### config.mk
export PLATFORM = sky130hd
export DESIGN_NAME = seg_scan_driver
export DESIGN_NICKNAME = d
export VERILOG_FILES = /design/src/rtl/seg_pkg.sv /design/src/rtl/seg_hex_font.sv /design/src/rtl/seg_scan_driver.sv
export SDC_FILE = /design/constraint.sdc
export NUM_CORES = 1
export LEC_CHECK = 0
export ABC_AREA = 1
export BUFFER_PORTS_ARGS = -buffer_cell sky130_fd_sc_hd__buf_4
export CORE_ASPECT_RATIO = 0.9
export CORE_MARGIN = 2
export CORE_UTILIZATION = 53
export DETAILED_ROUTE_END_ITERATION = 16
export MAX_ROUTING_LAYER = met4
export PLACE_DENSITY = 0.74
export SYNTH_ARGS = -nofsm -noshare
export SYNTH_HDL_FRONTEND = slang
export SYNTH_HIERARCHICAL = 1
export SYNTH_SLANG_ARGS = --single-unit
### constraint.sdc
create_clock -name clk -period 2.94 [get_ports clk]
set_input_delay 0.588 -clock clk [delete_from_list [all_inputs] [get_ports clk]]
set_output_delay 0.588 -clock clk [all_outputs]
set_load 0.02 [all_outputs]
### src/rtl/seg_pkg.sv
// Shared constants for the 7-segment scan driver: blank pattern, hex font, FSM states.
package seg_pkg;

    localparam logic [7:0] SEG_OFF = 8'hFF;

    // Active-low glyphs, bit order {g,f,e,d,c,b,a}, indexed by hex nibble.
    localparam logic [6:0] FONT [16] = '{
        7'b1000000, 7'b1111001, 7'b0100100, 7'b0110000,
        7'b0011001, 7'b0010010, 7'b0000010, 7'b1111000,
        7'b0000000, 7'b0010000, 7'b0001000, 7'b0000011,
        7'b1000110, 7'b0100001, 7'b0000110, 7'b0001110
    };

    typedef enum logic {BLANK, SHOW} state_t;

endpackage

### src/rtl/seg_hex_font.sv
// Combinational hex nibble to active-low 7-segment glyph lookup.
module seg_hex_font
    import seg_pkg::*;
(
    input  logic [3:0] nibble,
    output logic [6:0] glyph
);

    always_comb begin
        glyph = FONT[nibble];
    end

endmodule

### src/rtl/seg_scan_driver.sv
// Multiplexed 7-segment scan driver with frame-aligned double buffering and per-slot dead time.
// Optional leading-zero blanking is enabled by defining SEG_LZB_EN.
module seg_scan_driver
    import seg_pkg::*;
#(
    parameter int DIGITS      = 6,
    parameter int SEL_W       = 3,
    parameter int REFRESH_DIV = 50000,
    parameter int DEAD_CYC    = 500
) (
    input  logic                  clk,
    input  logic                  rst,
    input  logic [4*DIGITS-1:0]   din,
    input  logic [DIGITS-1:0]     dp_mask,
    input  logic                  load,
    output logic [SEL_W-1:0]      sel,
    output logic [7:0]            seg,
    output logic                  frame_tick
);

    localparam int               CNT_W    = $clog2(REFRESH_DIV);
    localparam logic [CNT_W-1:0] CNT_LAST = CNT_W'(REFRESH_DIV - 1);
    localparam logic [CNT_W-1:0] DEAD_V   = CNT_W'(DEAD_CYC);
    localparam logic [SEL_W-1:0] IDX_LAST = SEL_W'(DIGITS - 1);

    logic [CNT_W-1:0]    cnt, cnt_nxt;
    logic [SEL_W-1:0]    idx, idx_nxt;
    state_t              state, state_nxt;
    logic [4*DIGITS-1:0] pend_din, act_din, act_din_nxt;
    logic [DIGITS-1:0]   pend_dp, act_dp, act_dp_nxt;
    logic                dirty;
    logic                slot_end, frame_end, swap;
    logic [3:0]          nib;
    logic                dp_bit, blank_hit;
    logic [6:0]          glyph;
    logic [7:0]          seg_nxt;

    always_ff @(posedge clk or posedge rst) begin
        if (rst) begin
            cnt   <= '0;
            idx   <= '0;
            state <= BLANK;
        end else begin
            cnt   <= cnt_nxt;
            idx   <= idx_nxt;
            state <= state_nxt;
        end
    end

    always_comb begin
        slot_end  = (cnt == CNT_LAST);
        frame_end = slot_end && (idx == IDX_LAST);
        cnt_nxt   = slot_end ? '0 : cnt + 1'b1;
        idx_nxt   = idx;
        if (slot_end)
            idx_nxt = (idx == IDX_LAST) ? '0 : idx + 1'b1;

        state_nxt = state;
        case (state)
            BLANK:   if (cnt_nxt >= DEAD_V) state_nxt = SHOW;
            SHOW:    if (slot_end && DEAD_CYC != 0) state_nxt = BLANK;
            default: state_nxt = BLANK;
        endcase
    end

    // Outputs are registered from the post-edge view (next index, next active buffer)
    // so sel/seg/frame_tick all change on the slot's opening edge.
    always_comb begin
        swap        = frame_end && dirty;
        act_din_nxt = swap ? pend_din : act_din;
        act_dp_nxt  = swap ? pend_dp  : act_dp;
    end

`ifdef SEG_LZB_EN
    logic [DIGITS-1:0] blank_map, blank_nxt;

    function automatic logic [DIGITS-1:0] lzb_map(input logic [4*DIGITS-1:0] d,
                                                  input logic [DIGITS-1:0]   m);
        logic [DIGITS-1:0] map;
        logic              lead;
        int unsigned       i;
        map  = '0;
        lead = 1'b1;
        for (int unsigned k = 0; k < DIGITS - 1; k++) begin
            i = DIGITS - 1 - k;
            if (lead && d[4*i +: 4] == 4'h0 && !m[i])
                map[i] = 1'b1;
            else
                lead = 1'b0;
        end
        return map;
    endfunction

    always_comb begin
        blank_nxt = swap ? lzb_map(pend_din, pend_dp) : blank_map;
    end

    always_ff @(posedge clk or posedge rst) begin
        if (rst)
            blank_map <= '0;
        else
            blank_map <= blank_nxt;
    end
`endif

    always_comb begin
        nib       = '0;
        dp_bit    = 1'b0;
        blank_hit = 1'b0;
        for (int unsigned i = 0; i < DIGITS; i++) begin
            if (idx_nxt == SEL_W'(i)) begin
                nib    = act_din_nxt[4*i +: 4];
                dp_bit = act_dp_nxt[i];
`ifdef SEG_LZB_EN
                blank_hit = blank_nxt[i];
`endif
            end
        end
    end

    seg_hex_font u_font (
        .nibble (nib),
        .glyph  (glyph)
    );

    always_comb begin
        seg_nxt = {~dp_bit, glyph};
        if (state_nxt == BLANK || blank_hit)
            seg_nxt = SEG_OFF;
    end

    always_ff @(posedge clk or posedge rst) begin
        if (rst) begin
            pend_din   <= '0;
            pend_dp    <= '0;
            dirty      <= 1'b0;
            act_din    <= '0;
            act_dp     <= '0;
            sel        <= '1;
            seg        <= SEG_OFF;
            frame_tick <= 1'b0;
        end else begin
            act_din <= act_din_nxt;
            act_dp  <= act_dp_nxt;
            // A load on the swap edge re-arms dirty for the following frame.
            if (load) begin
                pend_din <= din;
                pend_dp  <= dp_mask;
                dirty    <= 1'b1;
            end else if (swap) begin
                dirty <= 1'b0;
            end
            sel        <= idx_nxt;
            seg        <= seg_nxt;
            frame_tick <= frame_end;
        end
    end

endmodule

==> flow_summary.yaml <==
timing:
  slew_violations: 0
  fmax_ghz: 0.367
  finalSetupTns_ns: 0
  fin_skew_ns: 0.0162
  whs_ns: 0.340
  setup-violations-final: 0
  maxSlewHeadroom: 0.671
  fin_crit_sh: 0.927
  finalCriticalPeriod_ns: 2.72
  hold_violations: 0
  worst_pin_slew_ns: 0.493
placement:
  gp_congestion: 0.892
  dp.cells: 744
  dp_hpwl_mm: 7.17
  portBuffers: 44
clock_network:
  cts.sinks: 93
  ctsHoldBuffers: 0
  numCtsBuffers: 9
  path_clk_slew_ns: 0.10
  cts-root-buf: "clkbuf_8"
  clock_path_buffers: 2
  clock_latency_ns: 0.37
  tritoncts: "done"
  cts-htree-levels: 3
global_routing:
  grt_max_degree: 94
  grt_pass1_vias: 3588
  antenna_found_initial: 0
  grtUsageTotal: 0.228
  overflow: 0
  grt_pass1_wl_mm: 16.5
worst_setup_path:
  worst_path_dominant_cell_family: "simple AND/OR/NAND/NOR gates"
  critical_path.most_common_cell: "nand2_1"
  critPathSlowestCell: "dfrtp_2"
  critPathBufInv: 3
  crit_required_ns: 3.24
  r2r_cells: 18
  crit_fanout: 9
  crit_path_max_incr_delay_ns: 0.43
  worstPathArrival_ns: 3.03
  critPathLaunch: "cnt[12]"
  end_kind: "flip-flop"
  r2r-start: "cnt[12]"
  crit_type: "reg -> reg"
  cp_num_cells: 18
  crit_path_start_kind: "flip-flop"
  path_cells: "buf_4, inv_1, nand2_1, nor2_1, nand2_1, nor2_4, nand3_4, o21ai_2, nor2_1, nor2_1, nand4_1, buf_4, ha_1, nand2_1, nand2_1, nand2_1, nand2_1, or2_1"
  reg2reg_to: "seg[3]"
  regToRegSetupSlack_ns: 0.22
  setup.worst_path.end: "seg[3]"
die:
  rows: 32
  die_x_um: 102
  die_y_um: 92.6
  num_io_pins: 45
  initial_core_util: 0.543
  die_area_um2: 9490
  core-area_um2: 8530
power:
  leakagePower_nw: 2.84
  powerDensity_nw_per_um2: 423
  power_mw: 2.31
  ir_worst_vdd_mv: 0.323
synth:
  synth_area_um2: 4630
  ys_ff_latch: 93
  synth_warnings: 6
  synthCells: 583
  synth_cell_type_count: 30
  synth.area.top_cells: "dfrtp_1 44%, nand2_1 18%, dfstp_2 6.2%"
  seq_area_frac_synth: 0.506
  yosys.area.top_type_share: 0.443
  yosys.area.top_type: "dfrtp_1"
  synth_nets: 624
  syn_avg_cell_area_um2: 7.94
worst_hold_path:
  holdCritPathClass: "in -> async"
layout:
  drive_above_1_share: 0.224
  n_antenna_cell: 0
  nNetsFinal: 684
  area_growth_pct: 18.0
  final_cells: 767
  final_util: 0.640
run:
  maxCapViolCount: 0
drt:
  drt-vias-per-instance: 5.04
  firstDrtPassIters: 5
  drc: 0
  vias: 3863
  ant_nets: 0
  first_iter_violations: 225
  wl_per_cell_um: 13.3
  routed_wl_mm: 10.2
run_status:
  status: "finished clean"
-- cell type report --
type | instances | area (um^2)
Clock buffer | 9 | 124
Clock inverter | 7 | 72.6
Fill cell | 760 | 3070
Inverter | 76 | 295
Multi-Input combinational cell | 400 | 1990
Sequential cell | 93 | 2340
Tap cell | 119 | 149
Timing Repair Buffer | 63 | 489
-- cells in the mapped netlist --
cell	instances
xor2_1	2
o21ai_1	8
o21ai_2	6
dfstp_2	11
nor2_2	6
or2_1	7
nand3b_1	1
nor2_1	46
nor2_8	1
nor3_1	2
nor3_2	1
inv_2	5
a21oi_1	1
nand3_2	5
nand4_1	22
buf_6	4
ha_1	8
o21ai_0	26
nor2_4	4
buf_2	4
nor3_4	1
nand3_1	24
o21bai_1	1
nand2_1	218
nand3_4	1
clkbuf_1	8
dfrtp_1	82
clkinv_2	2
nand2_2	7
inv_1	69
-- stage by stage --
step           setup WS, ns  instance area (um^2)
4_1_cts              0.0316                  5330
2_1_floorplan         0.271                  4630
3_3_place_gp          0.126                  5130
6_report              0.215                  5460
3_5_place_dp         0.0334                  5130
5_1_grt             -0.0485                  5460
-- worst register-to-register path: cells and delay by family (launching register included) --
kind / cells / cell delay (ns)
fa+ha+maj: 1 / 0.18
compound gates: 1 / 0.21
flops: 1 / 0.43
buf+inv: 3 / 0.41
simple gates: 13 / 1.44
-- where the power goes --
part	switching, mW	total, mW	internal [mW]
Combinational	0.0713	0.119	0.0480
Clock	0.515	0.850	0.335
Sequential	0.0207	1.34	1.32
Total	0.607	2.31	1.70
-- layout by cell type, fill, tap and decap left out, types with 2 or more instances in the layout --
master	n
nand3_1	22
inv_2	7
nor2_1	42
nand3_4	4
nand2_2	8
nand4_1	22
nor2_4	4
o21ai_2	6
o21ai_1	9
inv_8	2
nand3_2	6
dfstp_2	11
inv_1	66
nor3_1	2
ha_2	2
nor2_2	10
or2_1	7
xor2_1	2
dfrtp_1	81
clkinvlp_4	2
nand2_1	217
buf_4	61
ha_1	5
o21ai_0	25
clkbuf_8	9
inv_6	3
-- metal layers --
metal | wire length (um) | track usage | up-vias
met3 | 591 | 0.0566 | 21
li1 | - | - | 1937
met1 | 4650 | 0.318 | 1782
met2 | 4780 | 0.340 | 123
met4 | 174 | 0.0522 | 0
met5 | 0 | - | -
-- cell families (layout without fill, tap and decap cells) --
kind of cell,count (synthesis),after routing,share of synthesized area
fa+ha+maj,8,8,0.0216
xor+xnor,2,2,0.00379
simple gates,346,348,0.335
flops,93,93,0.506
buf+inv,92,155,0.0827
compound gates,42,42,0.0508
-- registers in the layout (all words and copies together), names as in the netlist --
name / cells
act_din: 24
act_dp: 6
cnt: 16
dirty: 1
frame_tick: 1
idx: 3
pend_din: 24
pend_dp: 6
seg: 8
sel: 3
state: 1
-- how the worst min path moves through the flow --
stage,startpoint,to,cells after the start
after global routing,rst,act_din[7],3
after floorplan,act_din[4],act_din[4],2
after detailed placement,act_dp[1],act_dp[1],2
after CTS,rst,pend_din[8],3
after global placement,pend_din[1],pend_din[1],2
final,rst,pend_din[4],3
-- repair_timing --
item / 4_1_cts / 5_1_grt
hold endpoints to repair: 0 / 0
pin swaps: 0 / 5
buffers inserted: 0 / 5
cloned: 0 / 2
endpoints found under the setup margin: 1 / 7
gates resized for setup: 1 / 21
No activity file was read; power rests on OpenSTA's default activity.
